`config.mk`:
```
export PLATFORM = sky130hd
export DESIGN_NAME = adjust_control
export DESIGN_NICKNAME = d
export VERILOG_FILES = /design/src/rtl/adjust_pkg.sv /design/src/rtl/adjust_control_debounce.sv /design/src/rtl/adjust_control.sv
export SDC_FILE = /design/constraint.sdc
export NUM_CORES = 1
export LEC_CHECK = 0
export CORE_AREA = 2 2 50 52
export DETAILED_ROUTE_END_ITERATION = 7
export DIE_AREA = 0 0 52 54
export GPL_TIMING_DRIVEN = 1
export PLACE_DENSITY_LB_ADDON = 0.12
export SYNTH_ARGS = -nofsm -noshare
export SYNTH_HDL_FRONTEND = slang
export SYNTH_SLANG_ARGS = --single-unit
```
`constraint.sdc`:
```
create_clock -name clk_i -period 3 [get_ports clk_i]
set_input_delay 0.3 -clock clk_i [delete_from_list [all_inputs] [get_ports clk_i]]
set_output_delay 0.3 -clock clk_i [all_outputs]
set_load 0.01 [all_outputs]
```
`src/rtl/adjust_pkg.sv`:
```
// rtl/adjust_pkg.sv - shared types and constants for the alarm-clock adjust controller
package adjust_pkg;

  typedef enum logic [1:0] {
    ST_IDLE   = 2'd0,
    ST_HOLD   = 2'd1,
    ST_REPEAT = 2'd2,
    ST_LOCK   = 2'd3
  } adj_state_e;

  typedef enum logic {
    DIR_INC = 1'b0,
    DIR_DEC = 1'b1
  } adj_dir_e;

  localparam int unsigned TGT_TIME  = 0;
  localparam int unsigned TGT_ALARM = 1;

  // Bits needed to hold max_val, never less than one.
  function automatic int unsigned width_for(input int unsigned max_val);
    return (max_val < 2) ? 1 : $clog2(max_val + 1);
  endfunction

endpackage

```
`src/rtl/adjust_control_debounce.sv`:
```
// rtl/adjust_control_debounce.sv - two-flop synchronizer plus mismatch-run debounce for one button
module button_debounce
  import adjust_pkg::*;
#(
  parameter int unsigned DEBOUNCE_CYCLES = 4
) (
  input  logic clk_i,
  input  logic reset_i,
  input  logic raw_i,
  output logic level_o
);

  localparam int unsigned CNT_W = width_for(DEBOUNCE_CYCLES);
  localparam logic [CNT_W-1:0] CNT_MAX = CNT_W'(DEBOUNCE_CYCLES);

  logic             sync1_q, sync2_q;
  logic             level_q, level_d;
  logic [CNT_W-1:0] cnt_q, cnt_d;

  // Any sample that agrees with the current level restarts the run.
  always_comb begin
    level_d = level_q;
    cnt_d   = '0;
    if (sync2_q != level_q) begin
      if (cnt_q == CNT_MAX) begin
        level_d = sync2_q;
      end else begin
        cnt_d = cnt_q + CNT_W'(1);
      end
    end
  end

  always_ff @(posedge clk_i or posedge reset_i) begin
    if (reset_i) begin
      sync1_q <= 1'b0;
      sync2_q <= 1'b0;
      level_q <= 1'b0;
      cnt_q   <= '0;
    end else begin
      sync1_q <= raw_i;
      sync2_q <= sync1_q;
      level_q <= level_d;
      cnt_q   <= cnt_d;
    end
  end

  assign level_o = level_q;

endmodule

```
`src/rtl/adjust_control.sv`:
```
// rtl/adjust_control.sv - debounced plus/minus steering with hold auto-repeat and dual-press lockout
module adjust_control
  import adjust_pkg::*;
#(
  parameter int unsigned NUM_TARGETS     = 2,
  parameter int unsigned DEBOUNCE_CYCLES = 4,
  parameter int unsigned HOLD_CYCLES     = 20,
  parameter int unsigned REPEAT_CYCLES   = 5,
  parameter int unsigned SEL_W           = (NUM_TARGETS > 1) ? $clog2(NUM_TARGETS) : 1
) (
  input  logic                   clk_i,
  input  logic                   reset_i,
  input  logic                   plus_i,
  input  logic                   minus_i,
  input  logic [SEL_W-1:0]       sel_i,
  input  logic                   repeat_en_i,
  output logic [NUM_TARGETS-1:0] inc_pulse_o,
  output logic [NUM_TARGETS-1:0] dec_pulse_o,
  output logic                   busy_o
);

  localparam int unsigned MAX_LOAD = (HOLD_CYCLES > REPEAT_CYCLES) ? HOLD_CYCLES - 1
                                                                   : REPEAT_CYCLES - 1;
  localparam int unsigned CNT_W = width_for(MAX_LOAD);
  localparam logic [CNT_W-1:0]       HOLD_LOAD = CNT_W'(HOLD_CYCLES - 1);
  localparam logic [CNT_W-1:0]       REP_LOAD  = CNT_W'(REPEAT_CYCLES - 1);
  localparam logic [NUM_TARGETS-1:0] ONE_HOT0  = NUM_TARGETS'(1);
  localparam logic [SEL_W:0]         SEL_LIMIT = NUM_TARGETS[SEL_W:0];

  logic p, m;

  button_debounce #(.DEBOUNCE_CYCLES(DEBOUNCE_CYCLES)) u_db_plus (
    .clk_i   (clk_i),
    .reset_i (reset_i),
    .raw_i   (plus_i),
    .level_o (p)
  );

  button_debounce #(.DEBOUNCE_CYCLES(DEBOUNCE_CYCLES)) u_db_minus (
    .clk_i   (clk_i),
    .reset_i (reset_i),
    .raw_i   (minus_i),
    .level_o (m)
  );

  adj_state_e             state_q, state_d;
  adj_dir_e               dir_q, dir_d;
  logic [SEL_W-1:0]       tgt_q, tgt_d;
  logic [CNT_W-1:0]       cnt_q, cnt_d;
  logic [NUM_TARGETS-1:0] inc_q, inc_d, dec_q, dec_d;
  logic                   fire, sel_ok, act_btn, oth_btn;

  // Widened compare keeps the range check meaningful when NUM_TARGETS is a power of two.
  assign sel_ok  = {1'b0, sel_i} < SEL_LIMIT;
  assign act_btn = (dir_q == DIR_DEC) ? m : p;
  assign oth_btn = (dir_q == DIR_DEC) ? p : m;

  always_comb begin
    state_d = state_q;
    dir_d   = dir_q;
    tgt_d   = tgt_q;
    cnt_d   = cnt_q;
    fire    = 1'b0;
    unique case (state_q)
      ST_IDLE: begin
        if (p && m) begin
          state_d = ST_LOCK;
        end else if (p || m) begin
          tgt_d = sel_i;
          dir_d = m ? DIR_DEC : DIR_INC;
          if (sel_ok) begin
            fire    = 1'b1;
            cnt_d   = HOLD_LOAD;
            state_d = ST_HOLD;
          end else begin
            state_d = ST_LOCK;
          end
        end
      end
      ST_HOLD, ST_REPEAT: begin
        if (!act_btn) begin
          state_d = ST_IDLE;
        end else if (oth_btn) begin
          state_d = ST_LOCK;
        end else if (repeat_en_i) begin
          if (cnt_q == '0) begin
            fire    = 1'b1;
            cnt_d   = REP_LOAD;
            state_d = ST_REPEAT;
          end else begin
            cnt_d = cnt_q - CNT_W'(1);
          end
        end
      end
      ST_LOCK: begin
        if (!p && !m) state_d = ST_IDLE;
      end
      default: state_d = ST_IDLE;
    endcase
    inc_d = (fire && dir_d == DIR_INC) ? (ONE_HOT0 << tgt_d) : '0;
    dec_d = (fire && dir_d == DIR_DEC) ? (ONE_HOT0 << tgt_d) : '0;
  end

  always_ff @(posedge clk_i or posedge reset_i) begin
    if (reset_i) begin
      state_q <= ST_IDLE;
      dir_q   <= DIR_INC;
      tgt_q   <= '0;
      cnt_q   <= '0;
      inc_q   <= '0;
      dec_q   <= '0;
    end else begin
      state_q <= state_d;
      dir_q   <= dir_d;
      tgt_q   <= tgt_d;
      cnt_q   <= cnt_d;
      inc_q   <= inc_d;
      dec_q   <= dec_d;
    end
  end

  assign inc_pulse_o = inc_q;
  assign dec_pulse_o = dec_q;
  assign busy_o      = (state_q != ST_IDLE);

endmodule

```
==> results.py, run 1 <==
metrics = {
    "outcome": {
        "outcome": "finished, final reports clean",
    },
    "detailed_routing": {
        "drt_iter0_drc": 9,
        "drcViolationCount": 0,
        "route.final.wire_length_um": 2120,
        "wl_per_cell_um": 12.9,
        "drtPass1Iterations": 4,
        "vias": 890,
        "via_per_inst": 5.43,
        "drtAntennaViolNets": 0,
    },
    "synthesis": {
        "syn_nets": 139,
        "ys_top_cells_by_area": "dfrtp_1, ha_1, mux2i_1",
        "async_reset_ff_share_pct": 100,
        "synth_cell_type_count": 33,
        "synth.most_common_cell": "dfrtp_1",
        "synth_edf_count": 0,
        "netlist_instances": 121,
        "ys_seq_area_share_pct": 47.2,
        "synth_seq_cells": 25,
        "synth_ff_type": "dfrtp_1",
        "yosys.area.top_type_share_pct": 47.2,
        "yosys_warnings": 0,
        "synthTopCellsByCount": "dfrtp_1, inv_1, ha_1, nor2_1, mux2i_1",
        "syn_avg_cell_area_um2": 11.0,
        "syn_area_um2": 1330,
        "yosys.area.top_type": "dfrtp_1",
    },
    "floorplanning": {
        "initial_core_util_pct": 57.1,
        "die_area_um2": 2810,
        "rows": 18,
        "die_w_um": 52,
        "ioPinCount": 11,
        "die_h_um": 54,
        "core_um2": 2320,
    },
    "clock_network": {
        "cts_tree": "done",
        "cts_hold_buf": 0,
        "clock_latency_ps": 330,
        "cts_sinks": 25,
        "post_cts_buffers": 0,
        "clock_path_buffers": 2,
        "ctsResizeCount": 0,
        "path_clk_slew_ps": 150,
        "cts-buffers-inserted": 3,
        "h-tree-depth": 1,
        "clockRootBuffer": "clkbuf_4",
    },
    "worst_setup_path": {
        "cp-end-kind": "register",
        "crit_type": "reg2reg",
        "required_ps": 3270,
        "crit_family": "simple AND/OR/NAND/NOR gates",
        "max_stage_delay_ps": 500,
        "slowest_stage": "or4_4",
        "critPathMaxFanout": 10,
        "cp-start-kind": "register",
        "worstPathCellList": "inv_1 -> ha_1 -> nor3b_4 -> o22ai_4 -> or4_4 -> o211ai_2",
        "worstPathBufferInverterCount": 1,
        "arrival_ps": 2300,
    },
    "pwr": {
        "internal-power_mw": 0.828,
        "powerDensity_nw_per_um2": 950,
        "leakage_nw": 0.687,
        "sequentialPowerShare_pct": 38.8,
        "power_mw": 1.41,
        "netSwitchingFraction_pct": 41.4,
        "clockPowerShare_pct": 11.4,
        "ir_drop_v": 0.000603,
        "combPwrFrac_pct": 49.8,
        "p_sw_mw": 0.585,
    },
    "place": {
        "place.gp.congestion": 0.847,
        "place_inst": 160,
        "numPortBuffers": 10,
        "dp_slack_ps": 1000,
        "hpwl_um": 1620,
    },
    "timing": {
        "max_freq_mhz": 494,
        "relSlewSlack_pct": 41.4,
        "hold_viol": 0,
        "drv_slew": 0,
        "rsz0062_at_grt": "no",
        "tightestPinTransition_ps": 878,
        "finalSetupTns_ps": 0,
        "fin_ws_ps": 976,
        "setup_violations": 0,
        "fin_crit_ps": 2020,
        "clock_skew_ps": 6.71,
        "period_share_pct": 67.5,
    },
    "global_routing": {
        "grt_max_degree": 26,
        "grt.overflow.total": 0,
        "grt_pass1_wl_um": 3650,
        "grt_antenna_before_repair": 0,
        "first_global_vias": 895,
        "globalRouteTotalUtil_pct": 17.9,
    },
    "layout": {
        "utilization_pct": 64.1,
        "nets": 153,
        "fillers": 181,
        "final_cell_count_no_fill": 164,
        "multi_input_area_um2": 634,
        "antenna_cells": 0,
        "final-seq-area_um2": 626,
        "drive_gt1_share_pct": 11.2,
        "syn2layout_area_growth_pct": 12.3,
    },
    "min_path": {
        "hp-class": "reg2reg",
    },
    "flow_run": {
        "maxCapViolCount": 0,
    },
}
==> final cells by class <==
cell class,count,share of cell area (%)
clock buffers,3,1.51
clock inverters,1,0.505
inverters,16,4.04
multi-input cells,79,42.6
flip-flops and latches,25,42.1
well taps,30,2.52
repair buffers,10,6.73
==> metal layers <==
layer | wire length [um] | track usage (%)
met1 | 977 | 22.9
met2 | 995 | 28.3
met3 | 78 | 3.61
met4 | 72 | 10.5
met5 | 0 | 0
==> kinds of logic after synthesis <==
logic type,synth area share (%)
AND/OR/NAND/NOR,17.1
AO/OA/AOI/OAI,11.1
adder cells (fa/ha/maj),11.3
flip-flops,47.2
buffers and inverters,4.91
multiplexers,6.99
XOR/XNOR,1.32
==> sequential cells by signal (all words and copies together), names as in the netlist, 2 cells and up <==
name and cells:
dec_pulse_o 2, u_db_minus.cnt_q 3, state_q 2, u_db_plus.cnt_q 3
cnt_q 5, inc_pulse_o 2
==> power groups by stage <==
stage / combinational [mW] / sequential, mW / clock, mW
6_report: 0.704 / 0.548 / 0.162
5_1_grt: 0.797 / 0.566 / 0.182
4_1_cts: 0.714 / 0.549 / 0.166
3_5_place_dp: 0.712 / 0.556 / 0
3_3_place_gp: 0.687 / 0.548 / 0
2_1_floorplan: 0.548 / 0.540 / 0
==> through the flow <==
step                hold slack (ps)  area, um^2
finish                          365        1490
global route                    377        1490
CTS                             368        1490
detailed placement              336        1460
global placement                335        1460
floorplan                       327        1330
==> final timing paths <==
kind	from	endpoint	slack, ps	cells past startpoint
setup / recovery	state_q[0]	cnt_q[3]	980	6
hold / removal	u_db_minus.sync1_q	u_db_minus.sync2_q	370	0
setup reg to reg	state_q[0]	cnt_q[3]	980	6
hold reg to reg	u_db_minus.sync1_q	u_db_minus.sync2_q	370	0
max in group asynchronous	reset_i	dir_q	2030	2
min in group asynchronous	reset_i	cnt_q[4]	430	2
==> layout by cell type (no fill, tap or decap), types with 2 or more instances in the layout <==
cell type and instances:
a21oi_1 4, nor3_1 5, a31oi_1 2, ha_1 12, mux2_2 2, xnor2_1 2
clkdlybuf4s50_1 10, and3_1 4, inv_1 15, nor2_1 9, mux2i_1 7, nor3b_1 2
and3b_1 2, nand2_1 6, dfrtp_1 25, o21ai_0 6, clkbuf_4 3
Note: power is estimated with default switching activity, not from simulation.
==> run 2: changes to the inputs <==
CORE_AREA = 2 2 52 54   (was 2 2 50 52)
DIE_AREA = 0 0 54 56   (was 0 0 52 54)
clock period = 1.92 ns   (was 3 ns; I/O delays follow)
==> run 2 against run 1 <==
Die area increased by 7.7%. Core utilization increased by 0.79 points. Wire length increased by 7.4%. Sequential cell count unchanged. Critical path depth unchanged. Fmax increased by 12%. Critical endpoint unchanged. Total power increased by 70%. Via count increased by 4.4%. Register-to-register slack got worse by 870 ps. Clock power increased by 52%.
==> results.py, run 2 (same netlist as run 1, synthesis figures left out) <==
metrics = {
    "worst_setup_path": {
        "ff2ff_path_depth": 6,
        "critPathMaxFanout": 7,
        "crit_type": "reg2reg",
        "r2r_setup_slack_ps": 110,
        "required_ps": 2180,
        "arrival_ps": 2070,
        "cp-start-kind": "register",
        "worstSetupEndpoint": "cnt_q[3]",
        "r2r-start": "u_db_plus.level_o",
        "cp-end-kind": "register",
        "regToRegEndpoint": "cnt_q[3]",
        "startpoint": "u_db_plus.level_o",
    },
    "floorplanning": {
        "die_area_um2": 3020,
        "rows": 18,
        "ioPinCount": 11,
        "core_um2": 2430,
        "die_w_um": 54,
        "initial_core_util_pct": 54.5,
        "die_h_um": 56,
    },
    "clock_network": {
        "cts_sinks": 25,
        "path_clk_slew_ps": 140,
        "h-tree-depth": 1,
        "cts-buffers-inserted": 3,
        "cts_tree": "done",
        "clockRootBuffer": "clkbuf_4",
        "clock_latency_ps": 330,
        "clock_path_buffers": 2,
    },
    "layout": {
        "utilization_pct": 64.9,
        "final_common_cell": "dfrtp_1",
        "most-common-layout-cells": "dfrtp_1, inv_1, ha_1, clkdlybuf4s50_1",
        "largest_reg_flops": 5,
        "nets": 162,
        "design_area_um2": 1580,
        "top_register": "cnt_q",
        "syn2layout_area_growth_pct": 19.2,
        "antenna_cells": 0,
        "drive_gt1_share_pct": 19.6,
        "reg_top3": "cnt_q (5), u_db_minus.cnt_q (3), u_db_plus.cnt_q (3)",
    },
    "timing": {
        "fin_crit_ps": 1810,
        "rsz0062_at_grt": "no",
        "period_share_pct": 94.3,
        "relSlewSlack_pct": 75.1,
        "hold_viol": 0,
        "finalSetupTns_ps": 0,
        "tightestPinTransition_ps": 373,
        "drv_slew": 0,
        "clock_skew_ps": 3.87,
        "max_freq_mhz": 553,
        "setup_violations": 0,
        "fin_ws_ps": 110,
    },
    "global_routing": {
        "grt_antenna_before_repair": 0,
        "grt.overflow.total": 0,
        "grt_max_degree": 16,
        "first_global_vias": 970,
        "globalRouteTotalUtil_pct": 18.5,
        "grt_pass1_wl_um": 4150,
    },
    "detailed_routing": {
        "wl_per_cell_um": 13.2,
        "drt_iter0_drc": 7,
        "drtPass1Iterations": 3,
        "route.final.wire_length_um": 2280,
        "via_per_inst": 5.37,
        "vias": 929,
        "drtAntennaViolNets": 0,
        "drcViolationCount": 0,
    },
    "place": {
        "placed_area_um2": 1520,
        "hpwl_um": 1800,
        "numPortBuffers": 10,
        "dp_slack_ps": 15.1,
        "place.gp.congestion": 0.869,
    },
    "pwr": {
        "power_mw": 2.40,
        "leakage_nw": 0.737,
        "powerDensity_nw_per_um2": 1520,
        "ir_drop_v": 0.00128,
    },
    "outcome": {
        "outcome": "finished, final reports clean",
    },
    "min_path": {
        "hp-class": "in2async",
    },
    "flow_run": {
        "maxCapViolCount": 0,
    },
}
run 2: cell types whose count changed in the layout (fill, tap and decap cells not counted), sizes merged:
cell	before	now
buf	0	9
run 2: how the worst min path moves through the flow:
stage                               endpoint  slack [ps]
after detailed placement   u_db_plus.sync2_q         340
after CTS                 u_db_minus.sync2_q         120
after global placement    u_db_minus.sync2_q         330
after floorplan                     cnt_q[0]         220
after global routing      u_db_minus.sync2_q         150
final                                  tgt_q         110
run 2: repair_timing:
action / CTS / global route
setup endpoints to repair: 0 / 8
hold buffers: 0 / 0
resized for setup: 0 / 6
buffers inserted: 0 / 1
run 2: layout make-up:
cell class              count  area [um^2]
fillers                   194          853
multi-input cells          79          657
flip-flops and latches     25          627
repair buffers             19          168
inverters                  16         60.1
well taps                  30         37.5
clock buffers               3         22.5
clock inverters             1         7.51
run 2: stage by stage:
step                      instances  hold WS [ps]
final                           173           113
after global routing            173           151
after CTS                       172           121
after detailed placement        168           336
after global placement          168           334
after floorplan                 121           219
run 2: power by group:
group          internal [mW]  switching (mW)
clock                 0.0798           0.167
combinational          0.649           0.649
sequential             0.697           0.158
run 2: critical path, cell delays in order (launching register included):
cell and delay [ps]:
dfrtp_2 450, inv_1 90, ha_2 210, nor3b_4 260, o22ai_4 100, or4_4 480
o211ai_2 150
run 2: per-layer routing:
layer | wire (um) | GRT usage [%]
met1 | 1040 | 23.7
met2 | 1130 | 29.3
met3 | 59 | 3.76
met4 | 48 | 8.57
met5 | 0 | 0
==> run 3: changes to the inputs <==
GPL_TIMING_DRIVEN = not set   (was 1)
HOLD_SLACK_MARGIN = 0.1   (was not set)
==> results of run 3 <==
No change in the layout: final DEF, timing and power equal those of run 2.
==> patch 1 (config.mk and constraints of run 1) <==
`DEBOUNCE_CYCLES` is set to 4 in 2 places; all go to 5.
--- a/src/rtl/adjust_control_debounce.sv
+++ b/src/rtl/adjust_control_debounce.sv
@@ -3,5 +3,5 @@
   import adjust_pkg::*;
 #(
-  parameter int unsigned DEBOUNCE_CYCLES = 4
+  parameter int unsigned DEBOUNCE_CYCLES = 5
 ) (
   input  logic clk_i,
--- a/src/rtl/adjust_control.sv
+++ b/src/rtl/adjust_control.sv
@@ -4,5 +4,5 @@
 #(
   parameter int unsigned NUM_TARGETS     = 2,
-  parameter int unsigned DEBOUNCE_CYCLES = 4,
+  parameter int unsigned DEBOUNCE_CYCLES = 5,
   parameter int unsigned HOLD_CYCLES     = 20,
   parameter int unsigned REPEAT_CYCLES   = 5,
Formal check against the unedited RTL: not equivalent (Yosys sat finds a counterexample within 10 cycles, from zero or initial values and one cycle with reset_i high).
==> patch 1 against run 1 <==
Setup slack got worse by 0.0038 ns; sequential cell count unchanged; final area decreased by 2.7%; synthesized area decreased by 2.7%; routed wire length increased by 2.2%; total power decreased by 6.1%; fmax decreased by 0.19%; largest power group unchanged.
==> patch 1: results (changes against run 1) <==
synthesis:
  synth_ff_type: "dfrtp_1"  # unchanged
  synth_warnings: 0  # unchanged
  yosys-top-cells-area: "dfrtp_1 (49%), ha_1 (7.8%), inv_1 (3.5%)"  # was dfrtp_1 (47%), ha_1 (11%), mux2i_1 (5.3%)
  syn_avg_cell_area_um2: 10.65  # was 10.95 µm²
  synth.distinct_cells: 36  # was 33
  postSynth.asyncResetShare_pct: 100.0  # unchanged
  synth_fp_nets: 135  # was 139
  yosysSeqAreaShare_pct: 48.54  # was 47.21%
  synth.cells.most_frequent: "dfrtp_1 (25), inv_1 (12), nor2_1 (12)"  # was dfrtp_1 (25), inv_1 (15), ha_1 (12)
cts:
  clkLatencyLatePin_ns: 0.31  # was 0.33 ns
  clockRootBuffer: "clkbuf_4"  # unchanged
  cts_made_buffers: 3  # unchanged
  clockBufferDepth: 2  # unchanged
  htree_levels: 1  # unchanged
  path_clk_slew_ns: 0.13  # was 0.15 ns
  cts.repair.resized: 0  # unchanged
  post_cts_buffers: 0  # unchanged
power:
  vdd.ir_drop.worst_uv: 824.9  # was 602.9 µV
  internal-power_uw: 793.9  # was 828.3 µW
  seq_power_uw: 530  # was 548 µW
  p_clk_share_pct: 10.9  # was 11.4%
  p_leak_nw: 0.6375  # was 0.6873 nW
placement:
  io_buffers: 10  # unchanged
  gp_congestion: 0.7820  # was 0.8468
  hpwl_mm: 1.658  # was 1.620 mm
setup_path:
  slowest_stage: "or4b_1"  # was or4_4
  cp_max_fo: 12  # was 10
  worst_path_largest_cell_delay_ns: 0.53  # was 0.50 ns
  critPathArrivalTime_ns: 2.27  # was 2.30 ns
  rrSetupSlack_ns: 0.97  # was 0.98 ns
  cp_top_family: "simple AND/OR/NAND/NOR gates"  # unchanged
drt:
  top_layer_used: "met4"  # unchanged
  first_pass_iters: 3  # was 4
  dr_wl_met3_um: 47  # was 78 µm
  met2WireLength_mm: 1.054  # was 995 µm
  num_vias: 889  # was 890
  drt_iter0_markers: 12  # was 9
  wl_met1_mm: 1.024  # was 977 µm
  routed_wl_mm: 2.169  # was 2.123 mm
cells_and_area:
  fill_cells: 182  # was 181
  diodes: 0  # unchanged
  fin_nets: 149  # was 153
  reg_top3: "cnt_q: 5 flops, u_db_minus.cnt_q: 3 flops, u_db_plus.cnt_q: 3 flops"  # unchanged
  drive_gt1_share_pct: 12.69  # was 11.19%
  fin_cells: 164  # unchanged
min_path:
  min_path_type: "flip-flop to flip-flop"  # unchanged
global_routing:
  grt_util_met2_pct: 30.80  # was 28.27%
  grt_pass1_vias: 843  # was 895
  grt_max_degree: 26  # unchanged
  gr-usage-met1_pct: 22.64  # was 22.88%
  grt_use_total_pct: 18.31  # was 17.90%
  antenna_found_initial: 0  # unchanged
  grt_pass1_wl_mm: 3.677  # was 3.650 mm
  grt_overflow: 0  # unchanged
  grtUsageMet3_pct: 3.333  # was 3.611%
sta:
  finClkSkew_ns: 0.006502  # was 0.006708 ns
  hold_ws_ns: 0.3744  # was 0.3653 ns
  worst_pin_slew_ns: 0.9223  # was 0.8782 ns
outcome:
  outcome: "complete, no violations"  # unchanged
-- patch 1: final cells by class --
cell class / count / share of cell area, %
clock buffers: 4 / 1.815
inverters: 12 / 3.111
multi-input cells: 83 / 42.35
flip-flops and latches: 25 / 43.22
well taps: 30 / 2.593
repair buffers: 10 / 6.914
-- patch 1: stage by stage --
step / cell area, µm² / worst slack [ns] / power (mW)
global placement: 1421 / 1.089 / 1.160
floorplan: 1289 / 1.190 / 1.029
global route: 1448 / 0.8233 / 1.446
CTS: 1448 / 0.9764 / 1.336
detailed placement: 1421 / 1.011 / 1.191
finish: 1448 / 0.9725 / 1.327
-- patch 1: worst register-to-register path, delay by kind of cell, from the launching register on --
kind | cells | cell delay, ns
buffers and inverters | 1 | 0.07
flip-flops | 1 | 0.40
AND/OR/NAND/NOR | 3 | 0.85
adder cells (fa/ha/maj) | 1 | 0.49
AO/OA/AOI/OAI | 1 | 0.16
-- patch 1: kinds of logic (layout without fill, tap and decap cells) --
group | after synthesis | in the layout | synth area share, %
compound gates | 23 | 23 | 12.14
simple gates | 43 | 43 | 20.58
flops | 25 | 25 | 48.54
mux | 7 | 7 | 5.728
buf+inv | 13 | 26 | 3.883
fa+ha+maj | 8 | 8 | 7.767
xor+xnor | 2 | 2 | 1.359
-- patch 1: path summary, 6_finish.rpt --
kind | startpoint | end | depth (start not counted)
min in group asynchronous | reset_i | u_db_minus.sync1_q | 2
worst min register to register | u_db_plus.sync1_q | u_db_plus.sync2_q | 0
max in group asynchronous | reset_i | u_db_plus.level_o | 2
worst min-delay path | u_db_plus.sync1_q | u_db_plus.sync2_q | 0
worst max-delay path | state_q[0] | cnt_q[3] | 6
worst max register to register | state_q[0] | cnt_q[3] | 6
==> patch 2 (flow settings as in run 1) <==
Without the edit above. Re-encode `adj_state_e` (4 states) as one-hot, 4 bits wide.
--- a/src/rtl/adjust_pkg.sv
+++ b/src/rtl/adjust_pkg.sv
@@ -2,9 +2,9 @@
 package adjust_pkg;
 
-  typedef enum logic [1:0] {
-    ST_IDLE   = 2'd0,
-    ST_HOLD   = 2'd1,
-    ST_REPEAT = 2'd2,
-    ST_LOCK   = 2'd3
+  typedef enum logic [3:0] {
+    ST_IDLE   = 4'b0001,
+    ST_HOLD   = 4'b0010,
+    ST_REPEAT = 4'b0100,
+    ST_LOCK   = 4'b1000
   } adj_state_e;
 
Check against the original RTL: no difference found for any inputs over 10 cycles, from zero or initial values and one cycle with reset_i high; not proved beyond that.
==> patch 2 against run 1 <==
Final area is 3.3% higher; sequential cell count is 2 higher; sequential share of layout area is 2.0 points higher; global-route usage is 2.5 points higher; setup slack worse by 0.18 ns; routed wire length is 13% higher; synthesized area is 3.3% higher; fmax is 8.3% lower; total power is 7.8% lower; clock skew is 0.0033 ns lower; critical path depth stayed put; critical path type unchanged.
==> patch 2: results (changes against run 1) <==
drt:
  num_vias: 933  # was 890
  drt_iter0_markers: 16  # was 9
  wl_per_cell_um: 14.66  # was 12.95 µm
  first_pass_iters: 4  # unchanged
power:
  p_switching_uw: 520.4  # was 584.8 µW
  vdd.ir_drop.worst_uv: 516.2  # was 602.9 µV
  p_leak_nw: 0.6611  # was 0.6873 nW
outcome:
  outcome: "complete, no violations"  # unchanged
setup_path:
  slowest_stage: "nor4b_1"  # was or4_4
  cp_max_fo: 6  # was 10
  rrSetupSlack_ns: 0.79  # was 0.98 ns
  critPathArrivalTime_ns: 2.46  # was 2.30 ns
  worst_path_largest_cell_delay_ns: 0.83  # was 0.50 ns
  cp_top_family: "simple AND/OR/NAND/NOR gates"  # unchanged
  crit_start: "cnt_q[0]"  # was state_q[0]
  reg2reg_to: "dec_pulse_o[1]"  # was cnt_q[3]
synthesis:
  yosysSeqAreaShare_pct: 49.45  # was 47.21%
  syn_avg_cell_area_um2: 11.50  # was 10.95 µm²
  synth.cells.most_frequent: "dfrtp_1 (26), inv_1 (12), ha_1 (9)"  # was dfrtp_1 (25), inv_1 (15), ha_1 (12)
  yosys-top-cells-area: "dfrtp_1 (48%), ha_1 (8.2%), mux2i_1 (3.7%)"  # was dfrtp_1 (47%), ha_1 (11%), mux2i_1 (5.3%)
  synth.distinct_cells: 43  # was 33
  synth_warnings: 0  # unchanged
  synth_fp_nets: 134  # was 139
sta:
  finClkSkew_ns: 0.003447  # was 0.006708 ns
  hold_ws_ns: 0.3693  # was 0.3653 ns
  fmax_mhz: 453.1  # was 494.1 MHz
  worst_pin_slew_ns: 1.023  # was 0.8782 ns
placement:
  gp_congestion: 0.8181  # was 0.8468
  place_area_um2: 1506  # was 1458 µm²
  pre_cts_slack_ns: 0.7822  # was 1.004 ns
  hpwl_mm: 1.847  # was 1.620 mm
cells_and_area:
  fin_nets: 149  # was 153
  fin_cells: 163  # was 164
  reg_top3: "cnt_q: 5 flops, state_q: 4 flops"  # was cnt_q: 5 flops, u_db_minus.cnt_q: 3 flops, u_db_plus.cnt_q: 3 flops
  syn_to_final_growth_pct: 12.25  # was 12.28%
  fill_cells: 175  # was 181
  drive_gt1_share_pct: 14.29  # was 11.19%
global_routing:
  grt_pass1_wl_mm: 4.098  # was 3.650 mm
  grt_use_total_pct: 20.42  # was 17.90%
  grt_max_degree: 28  # was 26
run:
  cap_violations: 0  # unchanged
cts:
  post_cts_buffers: 0  # unchanged
[patch 2: changes by cell type in the layout (fill, tap and decap cells not counted), moves of 3 or more]
cell,run 1,this run
and3_1,4,0
ha_1,12,9
inv_1,15,12
nor2_1,9,6
o21ai_0,6,3
[patch 2: worst register-to-register path, cell delays in order (launching register included)]
cell,delay [ns]
dfrtp_1,0.44
inv_1,0.10
ha_1,0.17
nor4b_1,0.83
and2_1,0.27
a22oi_2,0.10
nor3_1,0.20
[patch 2: how the worst min path moves through the flow]
stage                                    end                from  depth (start not counted)
after CTS                  u_db_plus.sync2_q   u_db_plus.sync1_q                          0
after global placement    u_db_minus.sync2_q  u_db_minus.sync1_q                          0
after floorplan           u_db_minus.sync2_q  u_db_minus.sync1_q                          0
final                      u_db_plus.sync2_q   u_db_plus.sync1_q                          0
after detailed placement   u_db_plus.sync2_q   u_db_plus.sync1_q                          0
after global routing       u_db_plus.sync1_q              plus_i                          1
[patch 2: power groups by stage]
stage,combinational (mW),clock (mW),sequential (mW)
final,0.583,0.164,0.556
after global routing,0.653,0.180,0.574
after CTS,0.589,0.169,0.557
after detailed placement,0.587,0,0.564
after global placement,0.556,0,0.557
after floorplan,0.427,0,0.551
[patch 2: cells by family (layout without fill, tap and decap cells)]
family / Yosys count / count (layout) / share of synthesized area, %
adder cells (fa/ha/maj): 9 / 9 / 8.227
XOR/XNOR: 3 / 3 / 1.920
flip-flops: 27 / 27 / 49.45
buffers and inverters: 14 / 28 / 3.838
multiplexers: 7 / 7 / 5.302
AO/OA/AOI/OAI: 22 / 22 / 14.17
AND/OR/NAND/NOR: 37 / 37 / 17.09
[patch 2: area by class of cell]
type                       instances  share of cell area, %
clock inverter                     1                 0.4886
timing repair buffer              10                  6.515
clock buffer                       3                  1.466
inverter                          14                  3.420
tap                               30                  2.443
multi-input combinational         78                  41.61
sequential                        27                  44.06
[patch 2: metal layers]
metal / part of all wire [%] / up-vias / wire length (µm) / GRT usage (%)
met2: 55 / 25 / 1320 / 36.08
met3: 3.6 / 4 / 87 / 3.333
met1: 40 / 463 / 948 / 24.11
met5: 0 / - / 0 / 0
met4: 1.4 / 0 / 34 / 10.09
li1: - / 441 / - / -
